## src/rtl/hqm_rcfwl_gclk_mc_sync_rcv.sv

```systemverilog
// MC-side PLL sync receiver: synchronizes the distributed sync level, qualifies its period,
// locks a flywheel onto it and regenerates a clean sync pulse, phase and error reporting.
module hqm_rcfwl_gclk_mc_sync_rcv #(
    parameter int SYNC_STAGES = 2,
    parameter int PERIOD      = 16,
    parameter int PERIOD_W    = 8,
    parameter int LOCK_CNT    = 3,
    parameter int LOSS_CNT    = 2
) (
    input  logic                mcckpredop,
    input  logic                mc_rst,
    input  logic                mc_pll_sync_in,
    input  logic                cfg_en,
    output logic                locked,
    output logic                sync_pulse,
    output logic [PERIOD_W-1:0] phase,
    output logic                sync_err,
    output logic [7:0]          err_cnt
);

    localparam int GOOD_W = $clog2(LOCK_CNT + 1);
    localparam int BAD_W  = $clog2(LOSS_CNT + 1);
    localparam logic [PERIOD_W-1:0] CNT_LAST  = PERIOD_W'(PERIOD - 1);
    localparam logic [GOOD_W-1:0]   GOOD_LAST = GOOD_W'(LOCK_CNT - 1);
    localparam logic [BAD_W-1:0]    BAD_LAST  = BAD_W'(LOSS_CNT - 1);

    typedef enum logic [1:0] {
        ST_IDLE   = 2'd0,
        ST_ACQ    = 2'd1,
        ST_LOCKED = 2'd2
    } state_t;

    state_t                 state;
    logic [SYNC_STAGES-1:0] sync_q;
    logic                   sync_hist;
    logic                   edge_det;
    logic [PERIOD_W-1:0]    cnt;
    logic                   first;
    logic [GOOD_W-1:0]      good_cnt;
    logic [BAD_W-1:0]       bad_cnt;

    // sync_q[0] is the metastability-exposed stage; the last stage feeds edge detection.
    always_ff @(posedge mcckpredop or posedge mc_rst) begin
        if (mc_rst) begin
            sync_q    <= '0;
            sync_hist <= 1'b0;
        end else begin
            sync_q    <= {sync_q[SYNC_STAGES-2:0], mc_pll_sync_in};
            sync_hist <= sync_q[SYNC_STAGES-1];
        end
    end

    assign edge_det = sync_q[SYNC_STAGES-1] & ~sync_hist;

    always_ff @(posedge mcckpredop or posedge mc_rst) begin
        if (mc_rst) begin
            state    <= ST_IDLE;
            cnt      <= '0;
            first    <= 1'b0;
            good_cnt <= '0;
            bad_cnt  <= '0;
            sync_err <= 1'b0;
            err_cnt  <= '0;
        end else begin
            sync_err <= 1'b0;
            if (!cfg_en) begin
                state    <= ST_IDLE;
                cnt      <= '0;
                first    <= 1'b0;
                good_cnt <= '0;
                bad_cnt  <= '0;
            end else begin
                case (state)
                    ST_IDLE: begin
                        state    <= ST_ACQ;
                        cnt      <= '0;
                        first    <= 1'b0;
                        good_cnt <= '0;
                        bad_cnt  <= '0;
                    end
                    ST_ACQ: begin
                        if (edge_det) begin
                            // Every edge restarts the count and becomes the new reference.
                            cnt   <= '0;
                            first <= 1'b1;
                            if (first && cnt == CNT_LAST) begin
                                if (good_cnt == GOOD_LAST) begin
                                    state    <= ST_LOCKED;
                                    good_cnt <= '0;
                                    bad_cnt  <= '0;
                                end else begin
                                    good_cnt <= good_cnt + GOOD_W'(1);
                                end
                            end else begin
                                good_cnt <= '0;
                            end
                        end else begin
                            if (cnt != '1)
                                cnt <= cnt + PERIOD_W'(1);
                            if (cnt == CNT_LAST) begin
                                first    <= 1'b0;
                                good_cnt <= '0;
                            end
                        end
                    end
                    ST_LOCKED: begin
                        cnt <= (cnt == CNT_LAST) ? '0 : cnt + PERIOD_W'(1);
                        // Bad: an edge off the expected slot, or the expected slot without an edge.
                        if (edge_det != (cnt == CNT_LAST)) begin
                            sync_err <= 1'b1;
                            if (err_cnt != 8'hff)
                                err_cnt <= err_cnt + 8'd1;
                            if (bad_cnt == BAD_LAST) begin
                                state    <= ST_ACQ;
                                cnt      <= '0;
                                first    <= 1'b0;
                                good_cnt <= '0;
                                bad_cnt  <= '0;
                            end else begin
                                bad_cnt <= bad_cnt + BAD_W'(1);
                            end
                        end else if (edge_det) begin
                            bad_cnt <= '0;
                        end
                    end
                    default: state <= ST_IDLE;
                endcase
            end
        end
    end

    assign locked     = (state == ST_LOCKED);
    assign sync_pulse = locked & (cnt == '0);
    assign phase      = locked ? cnt : '0;

endmodule
```

## config.mk

```make
export PLATFORM = sky130hd
export DESIGN_NAME = hqm_rcfwl_gclk_mc_sync_rcv
export DESIGN_NICKNAME = d
export VERILOG_FILES = /design/src/rtl/hqm_rcfwl_gclk_mc_sync_rcv.sv
export SDC_FILE = /design/constraint.sdc
export NUM_CORES = 1
export LEC_CHECK = 0
export ABC_AREA = 1
export CELL_PAD_IN_SITES_DETAIL_PLACEMENT = 1
export CELL_PAD_IN_SITES_GLOBAL_PLACEMENT = 1
export CORE_ASPECT_RATIO = 1.25
export CORE_UTILIZATION = 42
export CTS_CLUSTER_SIZE = 25
export DETAILED_ROUTE_END_ITERATION = 10
export GPL_TIMING_DRIVEN = 0
export PLACE_DENSITY = 0.95
export SLEW_MARGIN = 20
export SYNTH_ARGS = -nofsm -noshare
export SYNTH_HDL_FRONTEND = slang
export SYNTH_SLANG_ARGS = --single-unit
```

## constraint.sdc

```tcl
create_clock -name mcckpredop -period 4.15 [get_ports mcckpredop]
set_clock_uncertainty 0.15 [all_clocks]
set_input_delay 0.83 -clock mcckpredop [delete_from_list [all_inputs] [get_ports mcckpredop]]
set_output_delay 0.83 -clock mcckpredop [all_outputs]
set_load 0.02 [all_outputs]
```

==> results of run 1 <==
[Yosys cell counts, types with 3 or more instances]
cell | count | area (um2)
inv_1 | 37 | 139
nand2_2 | 4 | 25.0
ha_1 | 7 | 87.6
nand3_1 | 17 | 85.1
a21oi_1 | 4 | 20.0
nor2_1 | 22 | 82.6
nor2_2 | 4 | 25.0
o21ai_1 | 6 | 30.0
xnor2_1 | 4 | 35.0
xor2_1 | 3 | 26.3
dfrtp_1 | 27 | 676
nand4_1 | 8 | 50.1
nand2_1 | 69 | 259
o21ai_0 | 3 | 15.0
[power by group through the flow]
stage               logic [mW]  registers, mW  clock network [mW]
floorplan                0.206          0.347                   0
global placement         0.320          0.334                   0
detailed placement       0.335          0.336                   0
CTS                      0.338          0.331               0.157
global route             0.376          0.334               0.165
finish                   0.334          0.330               0.151
[worst paths after layout]
kind,cells after the start,end,startpoint
setup / recovery,6,sync_pulse,state[0]
hold / removal,0,sync_q[1],sync_q[0]
setup reg to reg,9,cnt[7],state[0]
hold reg to reg,0,sync_q[1],sync_q[0]
max in group asynchronous,2,bad_cnt[1],mc_rst
min in group asynchronous,2,cnt[3],mc_rst
[worst max-delay path, cell delays in order, from the launching register on]
cell and delay, ns:
dfrtp_1 0.42, inv_1 0.09, ha_1 0.20, buf_2 0.25
nand4_1 0.13, nor2_1 0.10, clkdlybuf4s50_1 0.60
[kinds of logic after synthesis]
kind of cell             after synthesis  synth area share (%)
XOR/XNOR                               7                  3.62
buffers and inverters                 41                  9.60
flip-flops                            27                  39.9
AO/OA/AOI/OAI                         16                  5.24
AND/OR/NAND/NOR                      132                  36.5
adder cells (fa/ha/maj)                7                  5.17
[through the flow]
step	util (%)	setup WS, ns
2_1_floorplan	-	1.77
3_3_place_gp	51.9	1.42
3_5_place_dp	51.9	1.38
4_1_cts	53.1	1.07
5_1_grt	53.1	0.965
6_report	53.1	1.09
[registers in the layout, indices dropped and copies added, names as in the netlist]
name,count
bad_cnt,2
cnt,8
err_cnt,8
first,1
good_cnt,2
state,2
sync_err,1
sync_hist,1
sync_q,2
[metal layers]
layer | vias to the layer above | track usage [%] | share of wire [%]
met5 | - | 0 | 0
li1 | 760 | - | -
met1 | 725 | 24.6 | 42
met2 | 23 | 39.6 | 54
met3 | 7 | 2.30 | 2.4
met4 | 0 | 8.73 | 2.0
[cell type report]
type                            instances  share of cell area [%]
Clock buffer                            4                    2.22
Multi-Input combinational cell        162                    42.2
Timing Repair Buffer                   22                    10.9
Sequential cell                        27                    33.3
Tap cell                               54                    3.33
Inverter                               39                    7.22
Buffer                                  2                   0.802
==> results.json, run 1 <==
{
  "status": "finished clean",
  "worstSetupPathType": "flip-flop to output pin",
  "rsz0062_at_grt": "false",
  "pin_count": 23,
  "n_fill_cell": 509,
  "post_cts_buffers": 0,
  "syn-cell-area_mm2": 0.00169,
  "finalNonFillerCells": 310,
  "drv_slew": 0,
  "clk_pin_slew_worst_paths_ns": 0.09,
  "p_sw_share_pct": 40.8,
  "syn_inst": 230,
  "register_area_um2": 676,
  "slew_headroom_pct": 61.8,
  "hold_path_class": "flip-flop to flip-flop",
  "via_count": 1515,
  "postRouteAntennaNets": 0,
  "place.gp.congestion": 0.819,
  "drcViolationCount": 0,
  "synth-seq-area-share_pct": 39.9,
  "fp.dieW_um": 58.8,
  "drt_iter0_markers": 26,
  "place_area_mm2": 0.00198,
  "irDropWorstVdd_mv": 0.221,
  "synth_edf_count": 0,
  "antenna_cells": 0,
  "setup_viol": 0,
  "period_share_pct": 73.7,
  "internal_power_mw": 0.482,
  "num_rows": 25,
  "multiInputGateArea_um2": 856,
  "p_seq_share_pct": 40.4,
  "dpl.cell_count": 306,
  "ys_ff_latch": 27,
  "p_per_area_mw_per_mm2": 402,
  "drt-total-wl_um": 4020,
  "cts_repair_resize_count": 0,
  "numClockSinks": 27,
  "hold_slack_ns": 0.207,
  "grt_pass1_wl_um": 6980,
  "dr.pass1.iters": 4,
  "clock_latency_ns": 0.27,
  "syn2layout_area_growth_pct": 19.6,
  "critPathMaxFanout": 10,
  "worst_slew_pin_slew_ns": 0.572,
  "ctsHoldBuffers": 0,
  "power_frac_clock_pct": 18.6,
  "endpoint_kind": "output pin",
  "total_power_mw": 0.815,
  "die_h_um": 73.0,
  "hold_violations": 0,
  "coreArea_mm2": 0.00382,
  "fin_area_mm2": 0.00203,
  "initial_core_util_pct": 44.4,
  "fin_tns_setup_ns": 0,
  "worstSetupStartpointType": "flip-flop",
  "grt_pass1_vias": 1551,
  "fmax_ghz": 0.327,
  "vias_per_cell": 4.89,
  "p_leak_nw": 1.02,
  "cp.required_ns": 3.17,
  "cap_violations": 0,
  "final_common_cell": "nand2_1",
  "drive_gt1_share_pct": 8.98,
  "grt_overflow": 0,
  "synth_nets": 241,
  "fin_crit_ns": 3.06,
  "numCtsBuffers": 3,
  "antenna_found_initial": 0,
  "ys.flop_type": "dfrtp_1",
  "synthDistinctLibCells": 26,
  "routedWlPerCell_um": 13.0,
  "grt_usage_pct": 21.4,
  "crit_arrival_ns": 2.08,
  "ys_warn_count": 0,
  "synth.avg_cell_area_um2": 7.37,
  "die_area_mm2": 0.00429,
  "dp_hpwl_um": 3070,
  "clockRootBuffer": "clkbuf_8",
  "io_buffers": 22,
  "grt_max_degree": 28,
  "r2r_slack_ns": 2.25,
  "synth-async-reset-ratio_pct": 100,
  "htree_num_levels": 1,
  "p_sw_mw": 0.333,
  "clk_path_buf_depth": 2,
  "nets": 268,
  "combPwrFrac_pct": 41.0,
  "final_cell_mix": "nand2_1 (69), inv_1 (36), dfrtp_1 (27)",
  "cts_tree": "built"
}
(Power assumes the default switching activity.)
==> run 2, diff against run 1 <==
CORE_UTILIZATION = 36   (was 42)
PLACE_DENSITY = 0.88   (was 0.95)
clock period = 2.6 ns   (was 4.15 ns; I/O delays follow)
==> run 2 against run 1 <==
Net effect: hold slack got worse by 0.0014 ns; register-to-register slack got worse by 1.5 ns; utilization fell by 7.6 points; critical path type unchanged; critical endpoint unchanged; largest cell class unchanged.
==> results.json, run 2 (synthesized netlist as in run 1, its figures left out) <==
{
  "dp_slack_ns": 0.139,
  "final_cell_mix": "nand2_1 (69), inv_1 (36), dfrtp_1 (27)",
  "die_area_mm2": 0.00499,
  "cp.required_ns": 1.93,
  "internal_power_mw": 0.765,
  "p_seq_share_pct": 40.4,
  "combPwrFrac_pct": 40.6,
  "vias_per_cell": 4.92,
  "slew_headroom_pct": 60.3,
  "grt_busiest_layer": "met2",
  "grt_pass1_vias": 1517,
  "place.gp.congestion": 0.760,
  "p_sw_mw": 0.535,
  "drv_slew": 0,
  "power_frac_clock_pct": 19.0,
  "utilization_pct": 45.5,
  "period_share_pct": 92.3,
  "p_per_area_mw_per_mm2": 641,
  "met1_usage_pct": 20.4,
  "grt_overflow": 0,
  "grt_pass1_wl_um": 6780,
  "antenna_cells": 0,
  "fin_crit_ns": 2.40,
  "dp_hpwl_um": 3000,
  "fmax_ghz": 0.417,
  "via_count": 1545,
  "reg_top3": "cnt (8), err_cnt (8)",
  "worst_slew_pin_slew_ns": 0.594,
  "cts_tree": "built",
  "clk_path_buf_depth": 2,
  "antenna_found_initial": 0,
  "p_sw_share_pct": 41.2,
  "io_buffers": 22,
  "pin_count": 23,
  "total_power_mw": 1.30,
  "setup_viol": 0,
  "fin_tns_setup_ns": 0,
  "final_common_cell": "nand2_1",
  "drt_iter0_markers": 19,
  "numCtsBuffers": 3,
  "crit_arrival_ns": 1.73,
  "postRouteAntennaNets": 0,
  "htree_num_levels": 1,
  "use_met3_pct": 1.72,
  "worstSetupStartpointType": "flip-flop",
  "rsz0062_at_grt": "false",
  "worstSetupPathType": "flip-flop to output pin",
  "dpl.cell_count": 310,
  "p_leak_nw": 1.08,
  "clk_pin_slew_worst_paths_ns": 0.09,
  "setup_ws_ns": 0.199,
  "dr.pass1.iters": 4,
  "irDropWorstVdd_mv": 0.341,
  "numClockSinks": 27,
  "hold_path_class": "flip-flop to flip-flop",
  "grt_usage_pct": 17.3,
  "cap_violations": 0,
  "ctsHoldBuffers": 0,
  "initial_core_util_pct": 38.0,
  "routedWlPerCell_um": 12.8,
  "num_rows": 27,
  "coreArea_mm2": 0.00446,
  "grt_max_degree": 28,
  "die_h_um": 78.7,
  "status": "finished clean",
  "nets": 268,
  "syn2layout_area_growth_pct": 19.7,
  "clockRootBuffer": "clkbuf_8",
  "clock_latency_ns": 0.28,
  "finalNonFillerCells": 314,
  "drt-total-wl_um": 4000,
  "drive_gt1_share_pct": 9.38,
  "met2_usage_pct": 32.2,
  "hold_violations": 0,
  "drcViolationCount": 0,
  "fp.dieW_um": 63.4,
  "endpoint_kind": "output pin",
  "r2r_slack_ns": 0.74,
  "critPathMaxFanout": 10
}
[run 2: path summary, 6_finish.rpt]
| kind | start | to | depth (start not counted) |
|---|---|---|---|
| max | state[0] | sync_pulse | 6 |
| min | sync_q[0] | sync_q[1] | 0 |
| max reg2reg | state[1] | cnt[0] | 10 |
| min reg2reg | sync_q[0] | sync_q[1] | 0 |
| max in group asynchronous | mc_rst | state[0] | 2 |
| min in group asynchronous | mc_rst | err_cnt[6] | 2 |
[run 2: worst max-delay path: stages (launching register included)]
cell	delay, ns
dfrtp_1	0.43
inv_1	0.10
ha_1	0.20
buf_4	0.20
nand4_1	0.11
nor2_1	0.09
dlygate4sd2_1	0.33
[run 2: routing by layer]
layer / up-vias / part of all wire [%]
li1: 764 / -
met1: 755 / 43
met3: 5 / 2.1
met5: - / 0
met4: 0 / 1.3
met2: 21 / 53
[run 2: area by class of cell]
class | count | area [um2]
sequential | 27 | 676
clock inverter | 1 | 5.00
clock buffer | 3 | 41.3
multi-input combinational | 162 | 856
buffer | 2 | 18.8
fill | 591 | 2430
timing repair buffer | 22 | 213
tap | 58 | 72.6
inverter | 39 | 146
[run 2: power by group through the flow]
stage | logic (mW) | clock network, mW | registers, mW
3_3_place_gp | 0.515 | 0 | 0.532
5_1_grt | 0.591 | 0.266 | 0.534
4_1_cts | 0.536 | 0.257 | 0.527
2_1_floorplan | 0.329 | 0 | 0.554
3_5_place_dp | 0.531 | 0 | 0.534
6_report | 0.529 | 0.247 | 0.525
[run 2: repair_timing]
item,in CTS,in global routing
resized for setup,9,1
setup endpoints to repair,9,1
setup buffers,0,0
pin swaps,0,0
[run 2: per-stage QoR]
stage | instance area, um2 | hold slack, ns
2_1_floorplan | 1690 | 0.181
3_3_place_gp | 1990 | 0.182
3_5_place_dp | 1990 | 0.186
4_1_cts | 2030 | 0.209
5_1_grt | 2030 | 0.220
6_report | 2030 | 0.206
